**config.mk**
```make
export PLATFORM = sky130hd
export DESIGN_NAME = stepper_ctrl
export DESIGN_NICKNAME = d
export VERILOG_FILES = /design/src/rtl/stepper_pkg.sv /design/src/rtl/stepper_ctrl_step_tick_gen.sv /design/src/rtl/stepper_ctrl.sv
export SDC_FILE = /design/constraint.sdc
export NUM_CORES = 1
export LEC_CHECK = 0
export CAP_MARGIN = 20
export CORE_MARGIN = 1
export CORE_UTILIZATION = 45
export DETAILED_ROUTE_END_ITERATION = 10
export PLACE_DENSITY = 0.7
export SYNTH_ARGS = -nofsm -noshare
export SYNTH_HDL_FRONTEND = slang
export SYNTH_HIERARCHICAL = 1
export SYNTH_SLANG_ARGS = --single-unit
```
**constraint.sdc**
```tcl
create_clock -name clk -period 4 [get_ports clk]
set_input_delay 1 -clock clk [delete_from_list [all_inputs] [get_ports clk]]
set_output_delay 1 -clock clk [all_outputs]
set_load 0.03 [all_outputs]
```
**src/rtl/stepper_pkg.sv**
```systemverilog
// Shared encodings for the stepper controller: modes, FSM states, coil table
// and the phase-advance rule.
package stepper_pkg;

  localparam logic [1:0] MODE_WAVE = 2'd0;
  localparam logic [1:0] MODE_FULL = 2'd1;
  localparam logic [1:0] MODE_HALF = 2'd2;

  typedef enum logic {ST_IDLE, ST_RUN} state_t;

  function automatic logic [3:0] coil_pattern(input logic [2:0] ph);
    logic [3:0] pat;
    pat = 4'b0000;
    case (ph)
      3'd0: pat = 4'b0001;
      3'd1: pat = 4'b0011;
      3'd2: pat = 4'b0010;
      3'd3: pat = 4'b0110;
      3'd4: pat = 4'b0100;
      3'd5: pat = 4'b1100;
      3'd6: pat = 4'b1000;
      3'd7: pat = 4'b1001;
      default: pat = 4'b0000;
    endcase
    return pat;
  endfunction

  // An index of the wrong parity for the mode moves by one, landing on a legal one.
  function automatic logic [2:0] next_phase(input logic [2:0] ph, input logic [1:0] mode,
                                            input logic dir);
    logic [2:0] delta;
    case (mode)
      MODE_HALF: delta = 3'd1;
      MODE_FULL: delta = ph[0] ? 3'd2 : 3'd1;
      default:   delta = ph[0] ? 3'd1 : 3'd2;
    endcase
    return dir ? ph + delta : ph - delta;
  endfunction

endpackage

```
**src/rtl/stepper_ctrl_step_tick_gen.sv**
```systemverilog
// Step-rate divider: counts enabled cycles and fires a one-cycle tick once the
// count reaches the programmed period.
module step_tick_gen #(
  parameter int DIV_W = 27
) (
  input  logic             clk,
  input  logic             rst_n,
  input  logic             clear,
  input  logic             run_en,
  input  logic [DIV_W-1:0] period,
  output logic             step_tick
);

  logic [DIV_W-1:0] cnt;

  // >= so a period lowered below the current count fires at once
  assign step_tick = run_en && (cnt >= period);

  always_ff @(posedge clk or negedge rst_n) begin
    if (!rst_n) begin
      cnt <= '0;
    end else if (clear) begin
      cnt <= '0;
    end else if (run_en) begin
      cnt <= step_tick ? '0 : cnt + DIV_W'(1);
    end
  end

endmodule

```
**src/rtl/stepper_ctrl.sv**
```systemverilog
// Unipolar 4-coil stepper driver: counted or continuous moves in wave, full or
// half-step sequencing, with a clock-enable step timer.
module stepper_ctrl
  import stepper_pkg::*;
#(
  parameter int DIV_W = 27,
  parameter int CNT_W = 16
) (
  input  logic             clk,
  input  logic             rst_n,
  input  logic [DIV_W-1:0] period,
  input  logic [1:0]       mode,
  input  logic             dir,
  input  logic             enable,
  input  logic             hold,
  input  logic             start,
  input  logic             stop,
  input  logic [CNT_W-1:0] steps,
  output logic [3:0]       coils,
  output logic             busy,
  output logic             done,
  output logic [CNT_W-1:0] steps_left
);

  state_t     state;
  logic [2:0] ph;
  logic [2:0] ph_next;
  logic       continuous;
  logic       step_tick;

  assign ph_next = next_phase(ph, mode, dir);

  step_tick_gen #(.DIV_W(DIV_W)) u_tick (
    .clk       (clk),
    .rst_n     (rst_n),
    .clear     (state == ST_IDLE),
    .run_en    ((state == ST_RUN) && enable),
    .period    (period),
    .step_tick (step_tick)
  );

  // stop takes priority over both start and a pending step
  always_ff @(posedge clk or negedge rst_n) begin
    if (!rst_n) begin
      state      <= ST_IDLE;
      ph         <= 3'd0;
      continuous <= 1'b0;
      coils      <= 4'b0000;
      busy       <= 1'b0;
      done       <= 1'b0;
      steps_left <= '0;
    end else begin
      done <= 1'b0;
      case (state)
        ST_IDLE: begin
          if (start && !stop) begin
            state      <= ST_RUN;
            busy       <= 1'b1;
            steps_left <= steps;
            continuous <= (steps == '0);
          end else if (!hold) begin
            coils <= 4'b0000;
          end
        end
        ST_RUN: begin
          if (stop) begin
            state <= ST_IDLE;
            busy  <= 1'b0;
            if (!hold) coils <= 4'b0000;
          end else if (step_tick) begin
            ph    <= ph_next;
            coils <= coil_pattern(ph_next);
            if (!continuous) begin
              steps_left <= steps_left - CNT_W'(1);
              if (steps_left == CNT_W'(1)) begin
                state <= ST_IDLE;
                busy  <= 1'b0;
                done  <= 1'b1;
              end
            end
          end
        end
        default: state <= ST_IDLE;
      endcase
    end
  end

endmodule

```
==> results by group, run 1 <==
Synth
  – Synth cell types: 66
  – Most instantiated cells after synthesis: dfrtp_1 (54), inv_1 (49), nand2_1 (45)
  – Syn_nets: 590
  – Synth area leaders: dfrtp_1 (32%), ha_1 (9.7%), inv_1 (4.3%)
  – Syn avg cell area: roughly 8.4 µm²
  – Post-synth top flop: dfrtp_1
  – #FFs+latches synth: 54
  – Dominant cell type by area after synthesis: dfrtp_1
  – EDFF count, synth: 0
  – Sequential-to-total area share from yosys stat: 31.8%
  – Post-synth top area share: 31.8%
  – Most frequent cell after synthesis: dfrtp_1
  – Async set-reset flop share out of synthesis: 100%
  – Warnings, synthesis: 6
  – Post-Syn Instances: 504
  – Cell Area, Synth: between 0.004 and 0.005 mm²

Floorplanning
  – Full die area: 0.00985 mm²
  – I/O Pins: 74
  – FP Rows: 35
  – Initial Util: ~46%
  – Die Wd: approximately 99 µm
  – Core ar.: 0.00920 mm²
  – Die Span Y: 99.2 µm

Run status
  – Outcome: finished clean

Finish
  – # fillers: 837
  – Final Net Count: 670
  – Layout area overhead: 25.1%
  – Share of layout cells above drive strength 1: 9.23%
  – Antenna diodes: 0
  – Final core utilization: between 50% and 60%
  – Final Non-Filler Cells: 696

Routing
  – DR WL/cell: 16.8 µm
  – Vias post-DR: 4,334
  – Vias/cell: between 6 and 7
  – DR pass1 iterations: 5
  – Final wirelength: 11,700 µm
  – Drt drc: 0
  – DRC marker count from the first detailed-route iteration: 258
  – Antenna-violating nets left: 0

Power and ir drop
  – Combinational power share: 31.3%
  – Sw Ratio: 36.3%
  – Power Density: 271 mW/mm²
  – P_int: 0.920 mW
  – Power share of the sequential group: 46.0%
  – Max VDD drop: 214 µV
  – Leakage: 2.34 nW
  – Clk pwr share: 22.7%
  – Design Power: 1.44 mW
  – P_sw: between 0.5 and 0.6 mW

Setup path
  – Worst Path Max Fanout: 3
  – Critical path class: input pin to register
  – Internal reg-to-reg setup slack: 850 ps
  – Critical path capture point type: register
  – CP Data Required Time: 4140 ps
  – CP startpoint kind: input pin
  – Arr. time, crit path: 4010 ps

Global route
  – Global-route wire length before repair: 19,700 µm
  – Pin count of the biggest net entering global routing: 33
  – GR Util All Layers: 24.4%
  – Number of global-route vias before repair: around 4,200
  – GR Overflow Total: 0
  – Initial antenna violation count: 0

Clock tree
  – Cts hold-fix bufs: 0
  – Clk sinks: between 50 and 60
  – CTS clk-pin slew, worst paths: 100 ps
  – # resized after CTS: 0
  – # H-tree levels: 2
  – CTS tree: built
  – Clock Tree Root: clkbuf_8
  – Total CTS buffers: 5
  – Post-CTS setup buffer count: 0
  – Clk_lat worst skew: between 300 and 400 ps
  – Clock Tree Buf Depth: 2

Timing
  – Final worst slack: ~130 ps
  – Final Hold Viols: 0
  – RSZ-0062 raised after global routing: no
  – Least-Margin Pin Slew: 946 ps
  – Fmax: 258 MHz
  – Final Max Tran Viols: 0
  – Max-slew headroom: 37.0%
  – Fin crit share: 96.7%
  – Min cycle time layout: between 3000 and 4000 ps
  – Final setup fails: 0
  – Layout Skew: ~6.3 ps

Flow run
  – Max Cap Violations: 0

Place
  – Port Buf Inserts: 73
  – Gp weighted congestion: approximately 0.86
  – Dpl hpwl: about 8500 µm
  – Placed cell count: 688
  – Place WS: -156 ps

Hold path
  – Hold Path Class: register to register
[worst max-delay path, cell delays in order]
cell and delay, ps:
clkdlybuf4s50_1 460, inv_1 40, ha_1 280, nand4_1 140, nor4_1 340, buf_4 170
o211a_4 140, nor2_1 60, nor2_1 150, or4bb_1 500, or4_4 490, nor2_2 130
a21boi_0 100
[state kept, by name, summed over array words and instances (netlist names)]
name and flops:
coils 4, done 1, steps_left 16, continuous 1, u_tick/cnt 27, ph 3
state 1, busy 1
[power groups by stage]
stage,logic (mW),registers [mW],clock network [mW]
floorplan,0.191,0.717,0
global placement,0.443,0.671,0
detailed placement,0.451,0.672,0
CTS,0.453,0.663,0.335
global route,0.490,0.675,0.361
finish,0.452,0.664,0.328
[layout by cell type (no fill, tap or decap), drive strengths merged, types with 3 or more instances in the layout]
master         Yosys  routed
o21ai             24      24
a22o               3       3
clkdlybuf4s50      0      72
nand2b             6       6
or4                9       9
clkbuf            17       5
a21boi             5       5
a21oi             24      24
nor4              18      18
o21a               6       6
nor3              23      23
a221o              8       8
a21o               3       3
nor2b              3       3
inv               49      50
a41oi              4       4
o41ai              6       6
and2               3       3
nand2             46      46
ha                33      33
mux2i              3       3
or3                8       8
nand3             16      16
a41o               6       6
and4               9       9
nor2              34      34
a31oi              4       4
a211o              5       5
nand4             12      12
o211ai             3       3
a211oi             3       3
and3              10      10
dfrtp             54      54
o22ai              8       8
o32ai              4       4
buf                4      22
nand4b             5       5
a2bb2oi            4       4
[metal layers]
layer,GRT usage [%],vias up,wire length (µm)
li1,-,2059,-
met4,6.90,0,153
met5,0,-,0
met3,3.65,18,818
met2,42.5,178,5730
met1,31.4,2079,5000
[cells by family (layout without fill, tap and decap cells)]
family,after synthesis,in the layout,synth area share [%]
buffers and inverters,70,151,6.50
DFF,54,54,31.8
xor gates and xnor gates,3,3,0.618
muxes,3,3,0.706
adders and majority gates,34,34,10.2
and+or+nand+nor,212,212,27.6
AOI/OAI and AO/OA,128,128,22.7
[layout make-up]
class                           count  area, µm²  area share (%)
Timing Repair Buffer               94        908            17.1
Clock inverter                      3       25.0           0.470
Multi-Input combinational cell    380       2650            49.7
Inverter                           49        184            3.46
Sequential cell                    54       1350            25.4
Tap cell                          111        139            2.61
Clock buffer                        5       68.8            1.29
[path summary, 6_finish.rpt]
path / startpoint / endpoint / cells after the start
min: u_tick/cnt[24] / u_tick/cnt[24] / 1
max in group asynchronous: rst_n / u_tick/cnt[21] / 2
max reg2reg: u_tick/cnt[23] / state / 11
max: period[24] / state / 13
min reg2reg: u_tick/cnt[24] / u_tick/cnt[24] / 1
min in group asynchronous: rst_n / u_tick/cnt[18] / 1
[through the flow]
| stage | TNS (ps) | instance area (µm²) | hold slack [ps] |
|---|---|---|---|
| finish | 0 | 5320 | 521 |
| global route | 0 | 5320 | 558 |
| CTS | 0 | 5300 | 520 |
| detailed placement | -528 | 5210 | 503 |
| global placement | -331 | 5210 | 489 |
| floorplan | 0 | 4260 | 470 |
Power figures use the tool's default switching activity.
==> run 2, diff against run 1 <==
--- a/config.mk
+++ b/config.mk
@@ -9,7 +9,7 @@
 export CORE_MARGIN = 1
 export CORE_UTILIZATION = 45
 export DETAILED_ROUTE_END_ITERATION = 10
-export PLACE_DENSITY = 0.7
+export DONT_BUFFER_PORTS = 1
 export SYNTH_ARGS = -nofsm -noshare
 export SYNTH_HDL_FRONTEND = slang
 export SYNTH_HIERARCHICAL = 1
==> run 2 against run 1 <==
Effect of this change:
- routed wire length decreased by 3.5%
- register-to-register slack got worse by 110 ps
- cell count fell by 12%
- die area unchanged
- combinational power fell by 49%
==> results by group, run 2 (same netlist as run 1, synthesis figures left out) <==
Finish
  – Design area: 0.00451 mm² (was 0.00532 mm²)
  – Max reg flops: 27 (unchanged)
  – Top flop regs: u_tick/cnt x27, steps_left x16, coils x4 (unchanged)
  – Final Non-Filler Cells: 615 (was 696)
  – # fillers: 908 (was 837)
  – Layout area overhead: 6.00% (was 25.1%)
  – Most frequent cells in the layout: dfrtp_1 (54), inv_1 (49), nand2_1 (45) (was clkdlybuf4s50_1 (72), dfrtp_1 (54), inv_1 (49))
  – Commonest non-fill, non-tap cell in the layout: dfrtp_1 (was clkdlybuf4s50_1)
  – Final core utilization: 49.0% (was 57.9%)
  – Share of layout cells above drive strength 1: 8.15% (was 9.23%)
  – Final Net Count: 588 (was 670)
  – Biggest register: u_tick/cnt (unchanged)

Clock tree
  – # H-tree levels: 2 (unchanged)
  – Clk sinks: 54 (unchanged)
  – Post-CTS setup buffer count: 0 (unchanged)
  – CTS clk-pin slew, worst paths: 120 ps (was 100 ps)
  – Total CTS buffers: 5 (unchanged)
  – # resized after CTS: 0 (unchanged)
  – Clock Tree Buf Depth: 2 (unchanged)
  – Clock Tree Root: clkbuf_8 (unchanged)
  – Clk_lat worst skew: 320 ps (was 310 ps)
  – CTS tree: built (unchanged)
  – Cts hold-fix bufs: 0 (unchanged)

Timing
  – Layout Skew: 13.5 ps (was 6.32 ps)
  – Min Hold Slack: 354 ps (was 521 ps)
  – Sum Neg Setup Slack: 0 ps (unchanged)
  – Fmax: 285 MHz (was 258 MHz)
  – Final setup fails: 0 (unchanged)
  – Least-Margin Pin Slew: 805 ps (was 946 ps)
  – Fin crit share: 87.6% (was 96.7%)
  – Final worst slack: 494 ps (was 131 ps)
  – Max-slew headroom: 45.6% (was 37.0%)
  – Final Hold Viols: 0 (unchanged)
  – Min cycle time layout: 3510 ps (was 3870 ps)
  – RSZ-0062 raised after global routing: no (unchanged)
  – Final Max Tran Viols: 0 (unchanged)

Routing
  – DR pass1 iterations: 5 (unchanged)
  – Vias post-DR: 3,935 (was 4,334)
  – Drt drc: 0 (unchanged)
  – Antenna-violating nets left: 0 (unchanged)
  – DR WL/cell: 18.3 µm (was 16.8 µm)
  – DRC marker count from the first detailed-route iteration: 240 (was 258)
  – Final wirelength: 11,300 µm (was 11,700 µm)
  – Vias/cell: 6.40 (was 6.23)

Floorplanning
  – Initial Util: 46.3% (unchanged)
  – Die Wd: 99.2 µm (unchanged)
  – Die Span Y: 99.2 µm (unchanged)
  – Full die area: 0.00985 mm² (unchanged)
  – FP Rows: 35 (unchanged)
  – Core ar.: 0.00920 mm² (unchanged)
  – I/O Pins: 74 (unchanged)

Global route
  – Global-route wire length before repair: 18,800 µm (was 19,700 µm)
  – Number of global-route vias before repair: 3,821 (was 4,157)
  – GR Util All Layers: 23.7% (was 24.4%)
  – Initial antenna violation count: 1 (was 0)
  – Pin count of the biggest net entering global routing: 55 (was 33)
  – GR Overflow Total: 0 (unchanged)

Place
  – Dpl hpwl: 7980 µm (was 8490 µm)
  – Gp weighted congestion: 0.805 (was 0.855)
  – Port Buf Inserts: 0 (was 73)
  – Place WS: 156 ps (was -156 ps)
  – Placed cell count: 606 (was 688)
  – Dpl cell area: 0.00439 mm² (was 0.00521 mm²)

Flow run
  – Max Cap Violations: 0 (unchanged)

Setup path
  – Worst path max stage delay: 710 ps (was 500 ps)
  – Critical path capture point type: register (unchanged)
  – CP startpoint kind: input pin (unchanged)
  – Critical path class: input pin to register (unchanged)
  – Slowest CP cell: nor4bb_1 (was or4bb_1)
  – CP cell instances: inv_1 > ha_1 > nand4_1 > nor4_1 > buf_4 > o211a_4 > nor2_1 > nor2_1 > buf_4 > nor4bb_1 > nand2_1 > o22ai_1 > o21ba_2 (was clkdlybuf4s50_1 > inv_1 > ha_1 > nand4_1 > nor4_1 > buf_4 > o211a_4 > nor2_1 > nor2_1 > or4bb_1 > or4_4 > nor2_2 > a21boi_0)
  – Worst Path Max Fanout: 4 (was 3)
  – Arr. time, crit path: 3730 ps (was 4010 ps)
  – CP Data Required Time: 4220 ps (was 4140 ps)

Power and ir drop
  – Max VDD drop: 196 µV (was 214 µV)
  – Leakage: 2.02 nW (was 2.34 nW)
  – Design Power: 1.36 mW (was 1.44 mW)
  – Clk pwr share: 29.2% (was 22.7%)
  – P_sw: 0.491 mW (was 0.524 mW)
  – Sw Ratio: 36.0% (was 36.3%)
  – P_int: 0.874 mW (was 0.920 mW)
  – Power share of the sequential group: 53.9% (was 46.0%)
  – Combinational power share: 16.9% (was 31.3%)
  – Power Density: 303 mW/mm² (was 271 mW/mm²)

Run status
  – Outcome: finished clean (unchanged)

Hold path
  – Hold Path Class: input pin to asynchronous set/reset pin (was register to register)
[run 2: cell type report]
| cell class | count | area, µm² | share of cell area, % |
|---|---|---|---|
| multi-input cells | 380 | 2630 | 58.3 |
| repair buffers | 12 | 90.1 | 2.00 |
| diodes | 1 | 2.50 | 0.0555 |
| flip-flops and latches | 54 | 1350 | 30.0 |
| well taps | 111 | 139 | 3.08 |
| clock buffers | 5 | 68.8 | 1.53 |
| inverters | 49 | 184 | 4.08 |
| clock inverters | 3 | 47.5 | 1.05 |
[run 2: worst paths after layout]
| kind | from | endpoint | slack, ps | depth (start not counted) |
|---|---|---|---|---|
| max | period[26] | steps_left[11] | 490 | 13 |
| min reg2reg | u_tick/cnt[24] | u_tick/cnt[24] | 510 | 1 |
| max reg2reg | u_tick/cnt[23] | steps_left[11] | 740 | 12 |
| max in group asynchronous | rst_n | u_tick/cnt[13] | 3540 | 0 |
| min | rst_n | u_tick/cnt[10] | 350 | 0 |
| min in group clk | u_tick/cnt[24] | u_tick/cnt[24] | 510 | 1 |
[run 2: power by group through the flow]
stage	sequential (mW)	clock, mW	combinational, mW
after CTS	0.735	0.409	0.231
after global placement	0.746	0	0.226
after detailed placement	0.746	0	0.231
after floorplan	0.717	0	0.191
after global routing	0.746	0.429	0.264
final	0.735	0.399	0.231
[run 2: metal layers]
metal,track usage (%),wire length (µm),part of all wire [%],vias to the layer above
li1,-,-,-,1895
met1,31.0,4950,44,1895
met2,40.4,5480,49,133
met3,4.08,712,6.3,12
met4,6.56,136,1.2,0
met5,0,0,0,-
[run 2: worst max-delay path: cells and delay by family]
kind | cells | cell delay (ps)
AND/OR/NAND/NOR | 6 | 1630
AO/OA/AOI/OAI | 3 | 430
adder cells (fa/ha/maj) | 1 | 290
buffers and inverters | 3 | 380
